===== config.mk =====
export PLATFORM = sky130hd
export DESIGN_NAME = alu_op_driver
export DESIGN_NICKNAME = d
export VERILOG_FILES = /design/src/rtl/alu_op_driver.sv
export SDC_FILE = /design/constraint.sdc
export NUM_CORES = 1
export LEC_CHECK = 0
export BUFFER_PORTS_ARGS = -buffer_cell sky130_fd_sc_hd__buf_2
export CORE_ASPECT_RATIO = 0.75
export CORE_MARGIN = 1
export CORE_UTILIZATION = 30
export DETAILED_ROUTE_END_ITERATION = 16
export GPL_TIMING_DRIVEN = 0
export PLACE_DENSITY = 0.53
export SLEW_MARGIN = 15
export SYNTH_ARGS = -nofsm -noshare
export SYNTH_HDL_FRONTEND = slang
export SYNTH_SLANG_ARGS = --single-unit

===== constraint.sdc =====
create_clock -name wb_clk_i -period 4.3 [get_ports wb_clk_i]
set_clock_uncertainty 0.05 [all_clocks]
set_input_delay 0.215 -clock wb_clk_i [delete_from_list [all_inputs] [get_ports wb_clk_i]]
set_output_delay 0.215 -clock wb_clk_i [all_outputs]
set_load 0.01 [all_outputs]

===== src/rtl/alu_op_driver.sv =====
// Command/response initiator for the 4-bit combinational ALU: registers operands onto the
// ALU, waits SETTLE_CYCLES, captures {OVF,C}. Define ALU_SELFCHECK_EN to add a result checker.
module alu_op_driver #(
  parameter int unsigned SETTLE_CYCLES = 1,
  parameter int unsigned WIDTH         = 4
) (
  input  logic             wb_clk_i,
  input  logic             wb_rst_i,
  input  logic             cmd_valid,
  output logic             cmd_ready,
  input  logic [1:0]       cmd_op,
  input  logic [WIDTH-1:0] cmd_a,
  input  logic [WIDTH-1:0] cmd_b,
  output logic             rsp_valid,
  input  logic             rsp_ready,
  output logic [WIDTH-1:0] rsp_c,
  output logic             rsp_ovf,
  output logic             rsp_err,
  output logic             err_sticky,
  output logic [WIDTH-1:0] alu_a,
  output logic [WIDTH-1:0] alu_b,
  output logic             alu_ctrl0,
  output logic             alu_ctrl1,
  input  logic [WIDTH-1:0] alu_c,
  input  logic             alu_ovf,
  output logic             busy,
  output logic [7:0]       op_count
);

  typedef enum logic [1:0] {
    S_IDLE    = 2'd0,
    S_SETTLE  = 2'd1,
    S_CAPTURE = 2'd2,
    S_RESP    = 2'd3
  } state_e;

  localparam logic [3:0] SETTLE_INIT = 4'(SETTLE_CYCLES);

  state_e           state_q,      state_d;
  logic [3:0]       settle_cnt_q, settle_cnt_d;
  logic [WIDTH-1:0] alu_a_q,      alu_a_d;
  logic [WIDTH-1:0] alu_b_q,      alu_b_d;
  logic             alu_ctrl0_q,  alu_ctrl0_d;
  logic             alu_ctrl1_q,  alu_ctrl1_d;
  logic [WIDTH-1:0] rsp_c_q,      rsp_c_d;
  logic             rsp_ovf_q,    rsp_ovf_d;
  logic [7:0]       op_count_q,   op_count_d;

  // NOTE: every variable gets its hold value first, so no path through the case leaves
  // one unassigned and no latch can be inferred.
  always_comb begin
    state_d      = state_q;
    settle_cnt_d = settle_cnt_q;
    alu_a_d      = alu_a_q;
    alu_b_d      = alu_b_q;
    alu_ctrl0_d  = alu_ctrl0_q;
    alu_ctrl1_d  = alu_ctrl1_q;
    rsp_c_d      = rsp_c_q;
    rsp_ovf_d    = rsp_ovf_q;
    op_count_d   = op_count_q;

    unique case (state_q)
      S_IDLE: begin
        if (cmd_valid) begin
          alu_a_d      = cmd_a;
          alu_b_d      = cmd_b;
          alu_ctrl0_d  = cmd_op[0];
          alu_ctrl1_d  = cmd_op[1];
          settle_cnt_d = SETTLE_INIT;
          state_d      = S_SETTLE;
        end
      end
      S_SETTLE: begin
        // Counter reaching zero still costs one cycle here, so SETTLE lasts SETTLE_CYCLES+1.
        if (settle_cnt_q == 4'd0) state_d = S_CAPTURE;
        else                      settle_cnt_d = settle_cnt_q - 4'd1;
      end
      S_CAPTURE: begin
        rsp_c_d   = alu_c;
        rsp_ovf_d = alu_ovf;
        state_d   = S_RESP;
      end
      S_RESP: begin
        if (rsp_ready) begin
          op_count_d = op_count_q + 8'd1;
          state_d    = S_IDLE;
        end
      end
      default: state_d = S_IDLE;
    endcase
  end

  // NOTE: sequential state uses non-blocking assignments so every flop samples the
  // pre-edge values regardless of statement order.
  always_ff @(posedge wb_clk_i or posedge wb_rst_i) begin
    if (wb_rst_i) begin
      state_q      <= S_IDLE;
      settle_cnt_q <= 4'd0;
      alu_a_q      <= '0;
      alu_b_q      <= '0;
      alu_ctrl0_q  <= 1'b0;
      alu_ctrl1_q  <= 1'b0;
      rsp_c_q      <= '0;
      rsp_ovf_q    <= 1'b0;
      op_count_q   <= 8'd0;
    end else begin
      state_q      <= state_d;
      settle_cnt_q <= settle_cnt_d;
      alu_a_q      <= alu_a_d;
      alu_b_q      <= alu_b_d;
      alu_ctrl0_q  <= alu_ctrl0_d;
      alu_ctrl1_q  <= alu_ctrl1_d;
      rsp_c_q      <= rsp_c_d;
      rsp_ovf_q    <= rsp_ovf_d;
      op_count_q   <= op_count_d;
    end
  end

`ifdef ALU_SELFCHECK_EN
  logic [WIDTH:0] expected;
  logic           rsp_err_q,    rsp_err_d;
  logic           err_sticky_q, err_sticky_d;

  // Reference result from the operands currently held on the ALU inputs.
  always_comb begin
    expected = '0;
    unique case ({alu_ctrl1_q, alu_ctrl0_q})
      2'd0:    expected = {1'b0, alu_a_q} + {1'b0, alu_b_q};
      2'd1:    expected = {1'b0, alu_a_q} - {1'b0, alu_b_q};
      2'd2:    expected = {1'b0, alu_a_q & alu_b_q};
      default: expected[0] = (alu_a_q > alu_b_q);
    endcase
  end

  always_comb begin
    rsp_err_d    = rsp_err_q;
    err_sticky_d = err_sticky_q;
    if (state_q == S_CAPTURE) begin
      rsp_err_d    = ({alu_ovf, alu_c} != expected);
      err_sticky_d = err_sticky_q | rsp_err_d;
    end
  end

  always_ff @(posedge wb_clk_i or posedge wb_rst_i) begin
    if (wb_rst_i) begin
      rsp_err_q    <= 1'b0;
      err_sticky_q <= 1'b0;
    end else begin
      rsp_err_q    <= rsp_err_d;
      err_sticky_q <= err_sticky_d;
    end
  end

  assign rsp_err    = rsp_err_q;
  assign err_sticky = err_sticky_q;
`else
  assign rsp_err    = 1'b0;
  assign err_sticky = 1'b0;
`endif

  // Handshake outputs depend on state only, never combinationally on the other side's signal.
  assign cmd_ready = (state_q == S_IDLE);
  assign busy      = (state_q != S_IDLE);
  assign rsp_valid = (state_q == S_RESP);
  assign rsp_c     = rsp_c_q;
  assign rsp_ovf   = rsp_ovf_q;
  assign alu_a     = alu_a_q;
  assign alu_b     = alu_b_q;
  assign alu_ctrl0 = alu_ctrl0_q;
  assign alu_ctrl1 = alu_ctrl1_q;
  assign op_count  = op_count_q;

endmodule


==> flow_summary.json, run 1 <==
{
  "grt_max_degree": 30,
  "place_ws_ps": 2311,
  "layout.nets": 181,
  "netlist_area_mm2": 0.001328,
  "gp_congestion": 0.7903,
  "yosysSeqAreaShare_pct": 54.67,
  "std_cell_rows": 20,
  "via_count": 960,
  "fin_crit_sh_pct": 46.29,
  "cts_sinks": 29,
  "cp_cell_sequence": "inv_1 -> ha_1 -> or3b_1 -> a221oi_2 -> mux2_1",
  "synth_mux_area_share_pct": 15.93,
  "async_reset_ff_share_pct": 100.0,
  "drtIter0Drc": 15,
  "clk_pin_slew_worst_paths_ps": 60,
  "cts-htree-levels": 2,
  "min_period_ps": 1991,
  "setup_tns_ps": 0,
  "maxSlewViolCount": 0,
  "status": "finished, violations left",
  "cp_slowest_stage_delay_ps": 400,
  "maxCapViolations": 0,
  "final_cell_mix": "buf_2 (44), dfrtp_1 (29), mux2_2 (16)",
  "wl_per_cell_um": 11.39,
  "initial_core_util_pct": 31.96,
  "area_growth_pct": 29.69,
  "routed_wirelength_mm": 2.415,
  "setup_slack_ps": 2309,
  "crit_arrival_ps": 2090,
  "clkLatencyLatePin_ps": 270,
  "synth_xor_xnor_area_share_pct": 4.618,
  "drive_gt1_share_pct": 45.22,
  "synth_top_family_by_area": "multiplexers",
  "port_buffers": 44,
  "rsz0062_at_grt": "no",
  "path_max_fanout": 4,
  "cellPowerDensity_mw_per_mm2": 716.6,
  "yosys_most_used_dff": "dfrtp_1",
  "die_h_um": 59.61,
  "synth_edf_count": 0,
  "fmax_mhz": 502.4,
  "timing.hold.ws_ps": -3.854,
  "antennaDiodeCount": 0,
  "grt_pass1_vias": 877,
  "cts_tree": "done",
  "final_common_cell": "buf_2",
  "synth-simple-area-share_pct": 8.388,
  "crit_type": "reg2reg",
  "worst_slew_pin_slew_ps": 995.1,
  "grt_pass1_wl_mm": 3.919,
  "setup-violations-final": 0,
  "gr-total-overflow": 0,
  "dieArea_mm2": 0.004698,
  "r2r_end": "state_q[1]",
  "drt-pass1-iter-count": 4,
  "worstHoldPathType": "in2async",
  "end_kind": "flip-flop",
  "synth_area_per_cell_um2": 12.76,
  "grt_antenna_before_repair": 0,
  "cts_buffers": 5,
  "maxSlewHeadroom_pct": 33.25,
  "rrSetupSlack_ps": 2310,
  "cts_buffer_depth": 2,
  "cts-resized-gates": 0,
  "peakVddDrop_mv": 0.2610,
  "leakagePower_uw": 0.0008540,
  "synth_seq_cells": 29,
  "cts_root_buffer": "clkbuf_8",
  "synthAdderAreaFrac_pct": 5.655,
  "hpwl_mm": 1.828,
  "placeableCoreArea_mm2": 0.004154,
  "reg2reg_from": "settle_cnt_q[0]",
  "die_w_um": 78.81,
  "grt.total_usage_pct": 11.28,
  "synthCells": 104,
  "synth-compound-area-share_pct": 6.221,
  "antenna_left": 0,
  "ys_warn_count": 0,
  "crit_required_ps": 4400,
  "via_per_inst": 4.528,
  "r2r_cells": 5,
  "slowest_stage": "or3b_1",
  "io_pins": 47,
  "start_kind": "flip-flop",
  "post-route-drc-count": 0,
  "post-cts-setup-buffer-count": 0,
  "postCtsHoldBufs": 0,
  "hold_violations": 9,
  "ys_types": 30,
  "violations": "hold timing"
}
[worst max-delay path: cells and delay by family, from the launching register on]
kind	cells	cell delay, ps
adder cells (fa/ha/maj)	1	220
AO/OA/AOI/OAI	1	340
buffers and inverters	1	120
multiplexers	1	350
AND/OR/NAND/NOR	1	400
flip-flops	1	390
[worst max path at each step]
stage	cells after the start	start	end
after floorplan	5	settle_cnt_q[0]	state_q[1]
after global placement	5	settle_cnt_q[0]	state_q[1]
after detailed placement	5	settle_cnt_q[0]	state_q[1]
after CTS	5	settle_cnt_q[0]	state_q[1]
after global routing	5	settle_cnt_q[0]	state_q[1]
final	5	settle_cnt_q[0]	state_q[1]
[through the flow]
step / hold WS, ps / utilization [%] / power, µW / area (µm²) / std cells
detailed placement: 401.3 / 39.01 / 1005 / 1620 / 204
global route: 57.62 / 41.45 / 1331 / 1722 / 212
CTS: 112.8 / 41.45 / 1253 / 1722 / 212
global placement: 397.0 / 39.01 / 990.3 / 1620 / 204
floorplan: 243.1 / - / 823.7 / 1331 / 105
finish: -3.854 / 41.45 / 1234 / 1722 / 212
[cell usage after synthesis (all sizes together), types with 2 or more instances]
library cell  number  share of area (%)
ha                 6                5.7
xor2               2                1.3
nand3              2               0.75
xnor2              5                3.3
mux2i              2                1.5
buf                2                1.1
nand2              4                1.1
and3               2               0.94
nand4              3                1.4
o31a               2                1.3
mux2              17                 14
o21ai              2               0.75
dfrtp             29                 55
inv                9                2.5
nor2b              2               0.94
clkbuf             2               0.57
[report_power, final]
part           switching, µW  total [µW]  leakage (µW)  internal (µW)
clock network           93.0         237     0.0000542            144
logic                    258         521      0.000444            263
registers               82.1         476      0.000355            394
total                    433        1230      0.000854            801
[metal layers]
layer / GRT usage (%) / vias to the layer above / share of wire (%)
li1: - / 463 / -
met1: 14.53 / 442 / 46
met2: 16.52 / 51 / 42
met3: 4.154 / 4 / 11
met4: 6.234 / 0 / 1.3
met5: 0 / - / 0
[state kept, by name (all words and copies together), names as in the netlist]
name / count
alu_a: 4
alu_b: 4
alu_ctrl0: 1
alu_ctrl1: 1
op_count: 8
rsp_c: 4
rsp_ovf: 1
settle_cnt_q: 4
state_q: 2
[cells by family (layout without fill, tap and decap cells)]
| logic type | after synthesis | count (layout) |
|---|---|---|
| DFF | 29 | 29 |
| muxes | 19 | 19 |
| and+or+nand+nor | 19 | 19 |
| buffers and inverters | 13 | 65 |
| AOI/OAI and AO/OA | 10 | 10 |
| xor gates and xnor gates | 7 | 7 |
| adders and majority gates | 6 | 6 |
| other | 1 | 2 |
[final cells by class]
cell class                 instances  area [µm²]
buffer                             4       22.52
clock buffer                       7       96.34
clock inverter                     1       5.005
fill                             411        2432
inverter                           9       33.78
multi-input combinational         63       549.3
sequential                        29       725.7
tap                               55       68.82
timing repair buffer              44       220.2
Note: power is estimated with default switching activity, not from simulation.
==> inputs of run 2 (changes only) <==
ABC_AREA = 1   (was default)
PLACE_DENSITY = 0.52   (was 0.53)
clock period = 1.9 ns   (was 4.3 ns; I/O delays follow)
==> run 2 against run 1 <==
The run now ends clean. Synthesized area is 4.3% higher. First-iteration DRC count increased to 3.3 times the previous value. Setup slack got worse by 1900 ps. Global-route usage up 1.3 points. Non-clock buffer count up 14. Power grew 150%. Sequential share of layout area down 5.4 points. Core utilization increased by 3.0 points. Largest cell class unchanged. Largest power group unchanged.
==> flow_summary.json, run 2 <==
{
  "synth-compound-area-share_pct": 1.807,
  "hold_violations": 0,
  "regArea_um2": 725.7,
  "drive_gt1_share_pct": 33.33,
  "synth-simple-area-share_pct": 22.76,
  "antenna_left": 0,
  "cts_buffer_depth": 2,
  "cp_slowest_stage_delay_ps": 400,
  "grt_antenna_before_repair": 0,
  "yosysSeqAreaShare_pct": 52.39,
  "die_h_um": 60.85,
  "io_pins": 47,
  "gp_congestion": 0.6997,
  "gr-total-overflow": 0,
  "clkLatencyLatePin_ps": 280,
  "crit_arrival_ps": 1610,
  "fin_crit_sh_pct": 78.71,
  "leakagePower_uw": 0.001045,
  "synth_top_area_share_pct": 52.39,
  "port_buffers": 44,
  "antennaDiodeCount": 0,
  "cellPowerDensity_mw_per_mm2": 1557,
  "peakVddDrop_mv": 0.7067,
  "clk_pin_slew_worst_paths_ps": 60,
  "cp_cell_sequence": "inv_1 -> ha_1 -> nand2_2 -> mux2_2",
  "die_w_um": 80.46,
  "path_max_fanout": 10,
  "synth_common_cells": "nand2_1 (46), dfrtp_1 (29), inv_1 (19)",
  "std_cell_rows": 21,
  "cts_sinks": 29,
  "grt_pass1_vias": 1001,
  "maxSlewViolCount": 0,
  "worst_slew_pin_slew_ps": 618.6,
  "layout.nets": 240,
  "setup-violations-final": 0,
  "synth_mux_area_share_pct": 8.943,
  "post-route-drc-count": 0,
  "synth_top_family_by_area": "simple AND/OR/NAND/NOR gates",
  "final_cell_mix": "nand2_1 (46), buf_2 (44), dfrtp_1 (29)",
  "crit_required_ps": 2010,
  "rsz0062_at_grt": "no",
  "ys_types": 21,
  "synth_seq_cells": 29,
  "grt_max_degree": 30,
  "synthCells": 147,
  "area_growth_pct": 42.55,
  "cts_buffers": 5,
  "wl_per_cell_um": 10.01,
  "postPlaceCellArea_mm2": 0.001680,
  "cts_root_buffer": "clkbuf_8",
  "netlist_area_mm2": 0.001385,
  "cts_tree": "done",
  "dieArea_mm2": 0.004896,
  "via_per_inst": 4.088,
  "yosys-top-cells-area": "dfrtp_1 (52%), nand2_1 (12%), mux2_2 (8.9%)",
  "grt.total_usage_pct": 12.59,
  "placeableCoreArea_mm2": 0.004441,
  "p_total_uw": 3073,
  "grt_pass1_wl_mm": 4.540,
  "yosys_most_used_dff": "dfrtp_1",
  "setup_tns_ps": 0,
  "min_period_ps": 1495,
  "initial_core_util_pct": 31.19,
  "worstHoldPathType": "in2reg",
  "place_ws_ps": 382.5,
  "yosys.area.top_type": "dfrtp_1",
  "synth_area_per_cell_um2": 9.422,
  "drtIter0Drc": 50,
  "async_reset_ff_share_pct": 100.0,
  "synth_xor_xnor_area_share_pct": 1.897,
  "cts-htree-levels": 2,
  "fmax_mhz": 668.7,
  "fin_area_mm2": 0.001974,
  "synth_edf_count": 0,
  "fill_cells": 422,
  "synthAdderAreaFrac_pct": 5.420,
  "maxSlewHeadroom_pct": 58.70,
  "post-cts-setup-buffer-count": 0,
  "via_count": 1116,
  "crit_type": "reg2reg",
  "ys_warn_count": 0,
  "synth.most_common_cell": "nand2_1",
  "status": "complete, no violations",
  "hpwl_mm": 1.872,
  "slowest_stage": "dfrtp_1",
  "largest_reg_flops": 8,
  "drt-pass1-iter-count": 4,
  "start_kind": "flip-flop",
  "end_kind": "flip-flop",
  "maxCapViolations": 0,
  "timing.hold.ws_ps": 151.1,
  "setup_slack_ps": 404.6,
  "multi_input_area_um2": 573.1,
  "final_common_cell": "nand2_1",
  "routed_wirelength_mm": 2.734
}
[run 2: cell types whose count changed after synthesis, sizes merged, moves of 3 or more]
cell	delta
xnor2	-4
o21ai	+3
nor2	+6
mux2	-6
nand2	+43
nand3	+7
inv	+11
[run 2: area by class of cell]
class	count	share of cell area, %
multi-input cells	97	29.02
well taps	57	3.612
clock buffers	5	3.485
plain buffers	2	0.7605
clock inverters	3	3.295
repair buffers	60	19.26
inverters	20	3.802
flip-flops and latches	29	36.76
[run 2: logic make-up (layout without fill, tap and decap cells)]
group | Yosys count | in the layout
muxes | 11 | 11
adders and majority gates | 6 | 6
buffers and inverters | 22 | 90
other | 1 | 2
and+or+nand+nor | 70 | 70
xor gates and xnor gates | 3 | 3
AOI/OAI and AO/OA | 5 | 5
DFF | 29 | 29
[run 2: stage by stage]
| step | instances | utilization (%) |
|---|---|---|
| finish | 273 | 44.46 |
| global route | 273 | 44.46 |
| CTS | 272 | 44.24 |
| detailed placement | 249 | 37.84 |
| global placement | 249 | 37.84 |
| floorplan | 148 | - |
[run 2: critical path, delay by kind of cell, from the launching register on]
kind                       cells  cell delay [ps]
adders and majority gates      1              250
and+or+nand+nor                1              230
muxes                          1              370
buffers and inverters          1               80
DFF                            1              400
[run 2: per-layer routing]
metal  global-route usage [%]  share of wire [%]
met5                        0                  0
met3                    4.511                5.8
met1                    17.30                 49
met2                    17.92                 44
met4                    5.357                1.1
[run 2: worst paths after layout]
| kind | from | end | slack (ps) | cells past startpoint |
|---|---|---|---|---|
| min in group asynchronous | wb_rst_i | alu_ctrl0 | 400 | 3 |
| worst max-delay path | state_q[0] | alu_a[2] | 400 | 4 |
| worst min register to register | rsp_ovf | rsp_ovf | 430 | 2 |
| worst min-delay path | rsp_ready | op_count[0] | 150 | 3 |
| max in group asynchronous | wb_rst_i | settle_cnt_q[1] | 1000 | 3 |
| worst max register to register | state_q[0] | alu_a[2] | 400 | 4 |
[run 2: repair_timing]
item                                    4_1_cts  5_1_grt
endpoints found under the setup margin        0        0
hold buffers                                 15        1
resized for setup                             0        0
hold endpoints to repair                     15       29
[run 2: report_power, final]
group / internal, µW / switching (µW)
clock: 521 / 238
combinational: 575 / 674
sequential: 888 / 178
total: 1980 / 1090
==> inputs of run 3 (changes only) <==
ABC_AREA = 0   (was 1)
PLACE_DENSITY = 0.55   (was 0.52)
clock period = 1.2 ns   (was 1.9 ns; I/O delays follow)
==> run 3 against run 2 <==
The flow now finishes with violations (setup timing). Sequential cell count did not move. Setup slack got worse by 970 ps. Core utilization rose by 6.7 points. Global-route usage rose by 0.34 points. Maximum frequency fell by 15%. Worst hold slack improved by 40 ps. Combinational power rose by 120%. Die area fell by 4.0%. Sequential share of layout area fell by 2.6 points. Clock power rose by 33%. Final cell count fell by 14%. Non-clock buffer count rose by 9. Critical endpoint is now state_q[0].
==> flow_summary.json, run 3 (synthesis gave the netlist of run 1 again) <==
{
  "routed_wirelength_mm": 2.817,
  "status": "finished, violations left",
  "gr-total-overflow": 0,
  "seqPwrFrac_pct": 32.0,
  "worstHoldPathType": "in2reg",
  "worst_slew_pin_slew_ps": 600.0,
  "fmax_mhz": 565.2,
  "cts_buffer_depth": 2,
  "grt_max_degree": 30,
  "power.internal_uw": 3664,
  "cts_tree": "done",
  "regArea_um2": 725.7,
  "clk_pin_slew_worst_paths_ps": 60,
  "swShare_pct": 33.33,
  "hpwl_mm": 1.906,
  "violations": "setup timing",
  "cellPowerDensity_mw_per_mm2": 2584,
  "leakagePower_uw": 0.001048,
  "maxSlewViolCount": 0,
  "final_core_util_pct": 51.20,
  "rsz0062_at_grt": "yes",
  "die_h_um": 59.61,
  "min_period_ps": 1769,
  "drive_gt1_share_pct": 53.33,
  "final_cell_mix": "buf_2 (44), dfrtp_1 (29), mux2_4 (16), dlygate4sd3_1 (16), buf_4 (9)",
  "via_count": 1045,
  "die_w_um": 78.81,
  "grt.total_usage_pct": 12.93,
  "grt_pass1_wl_mm": 4.498,
  "maxCapViolations": 0,
  "cts-htree-levels": 2,
  "gp_congestion": 0.7831,
  "rrSetupSlack_ps": -570,
  "largest_reg_flops": 8,
  "layout.nets": 204,
  "cts_root_buffer": "clkbuf_8",
  "initial_core_util_pct": 31.96,
  "end_kind": "flip-flop",
  "pwr-share-clk_pct": 18.4,
  "area_growth_pct": 60.23,
  "path_max_fanout": 2,
  "setup-violations-final": 31,
  "drtIter0Drc": 30,
  "pwr-share-comb_pct": 49.6,
  "crit_required_ps": 1340,
  "final_common_cell": "buf_2",
  "grt_antenna_before_repair": 0,
  "cts_buffers": 5,
  "via_per_inst": 4.447,
  "placeableCoreArea_mm2": 0.004154,
  "antenna_left": 0,
  "peakVddDrop_mv": 1.763,
  "p_switching_uw": 1832,
  "setup_slack_ps": -569.4,
  "crit_arrival_ps": 1910,
  "dieArea_mm2": 0.004698,
  "clkLatencyLatePin_ps": 270,
  "maxSlewHeadroom_pct": 59.94,
  "wl_per_cell_um": 11.99,
  "io_pins": 47,
  "drt-pass1-iter-count": 5,
  "start_kind": "flip-flop",
  "std_cell_rows": 20,
  "port_buffers": 44,
  "place_ws_ps": -701.6,
  "crit_type": "reg2reg",
  "grt_pass1_vias": 1016,
  "antennaDiodeCount": 0,
  "fill_cells": 360,
  "fin_crit_sh_pct": 147.4,
  "cts_sinks": 29,
  "multi_input_area_um2": 709.4,
  "hold_violations": 0,
  "post-route-drc-count": 0
}
## run 3: changes by cell type in the layout (fill, tap and decap cells not counted), moves of 4 or more
cell / previous run / this run
xnor2_1: 1 / 5
nand3_1: 8 / 2
nand2_1: 46 / 3
nor2_1: 7 / 1
ha_4: 0 / 4
mux2_4: 0 / 16
mux2_2: 11 / 1
inv_1: 18 / 4
ha_1: 6 / 1
buf_4: 2 / 9
## run 3: worst paths after layout
path,depth (start not counted),from,to
setup / recovery,6,settle_cnt_q[1],state_q[0]
hold / removal,4,rsp_ready,op_count[0]
setup reg to reg,6,settle_cnt_q[1],state_q[0]
hold reg to reg,1,op_count[5],op_count[5]
max in group asynchronous,3,wb_rst_i,settle_cnt_q[2]
min in group asynchronous,3,wb_rst_i,alu_b[2]
## run 3: area by class of cell
cell class	count	area share (%)
tap	55	3.235
timing repair buffer	68	20.88
clock inverter	1	1.412
inverter	9	1.588
clock buffer	7	4.059
sequential	29	34.12
buffer	3	1.353
multi-input combinational	63	33.35
## run 3: power by group through the flow
stage,Sequential [µW],Combinational (µW),Clock [µW]
2_1_floorplan,1880,1550,0
3_3_place_gp,1740,2290,0
3_5_place_dp,1750,2370,0
4_1_cts,1760,2690,1060
5_1_grt,1820,2980,1100
6_report,1760,2720,1010
## run 3: layer usage
metal,wire [µm],track usage (%),vias up
li1,-,-,509
met2,1358,22.73,40
met1,1223,14.33,493
met3,209,4.769,3
met5,0,0,-
met4,25,5.455,0
## run 3: what timing repair did
item / in CTS / in global routing
pin swaps: 2 / 2
buffers inserted: 6 / 2
gates resized for setup: 5 / 1
hold endpoints to repair: 15 / 29
cloned: 0 / 0
setup endpoints to repair: 31 / 32
hold buffers: 15 / 1
## run 3: per-stage QoR
stage	total power (µW)	area (µm²)	std cells	hold slack (ps)	setup TNS [ps]
after CTS	5503	2098	232	51.69	-6786
after global routing	5900	2127	235	206.5	-8535
after floorplan	3434	1480	105	88.11	-3370
after global placement	4026	1769	204	241.5	-4754
after detailed placement	4121	1769	204	245.5	-5412
final	5496	2127	235	191.6	-6549
## run 3: critical path: stages, from the launching register on
cell,delay (ps)
dfrtp_1,390
inv_2,80
ha_4,130
or3b_4,390
a221oi_4,280
buf_4,170
mux2i_2,200
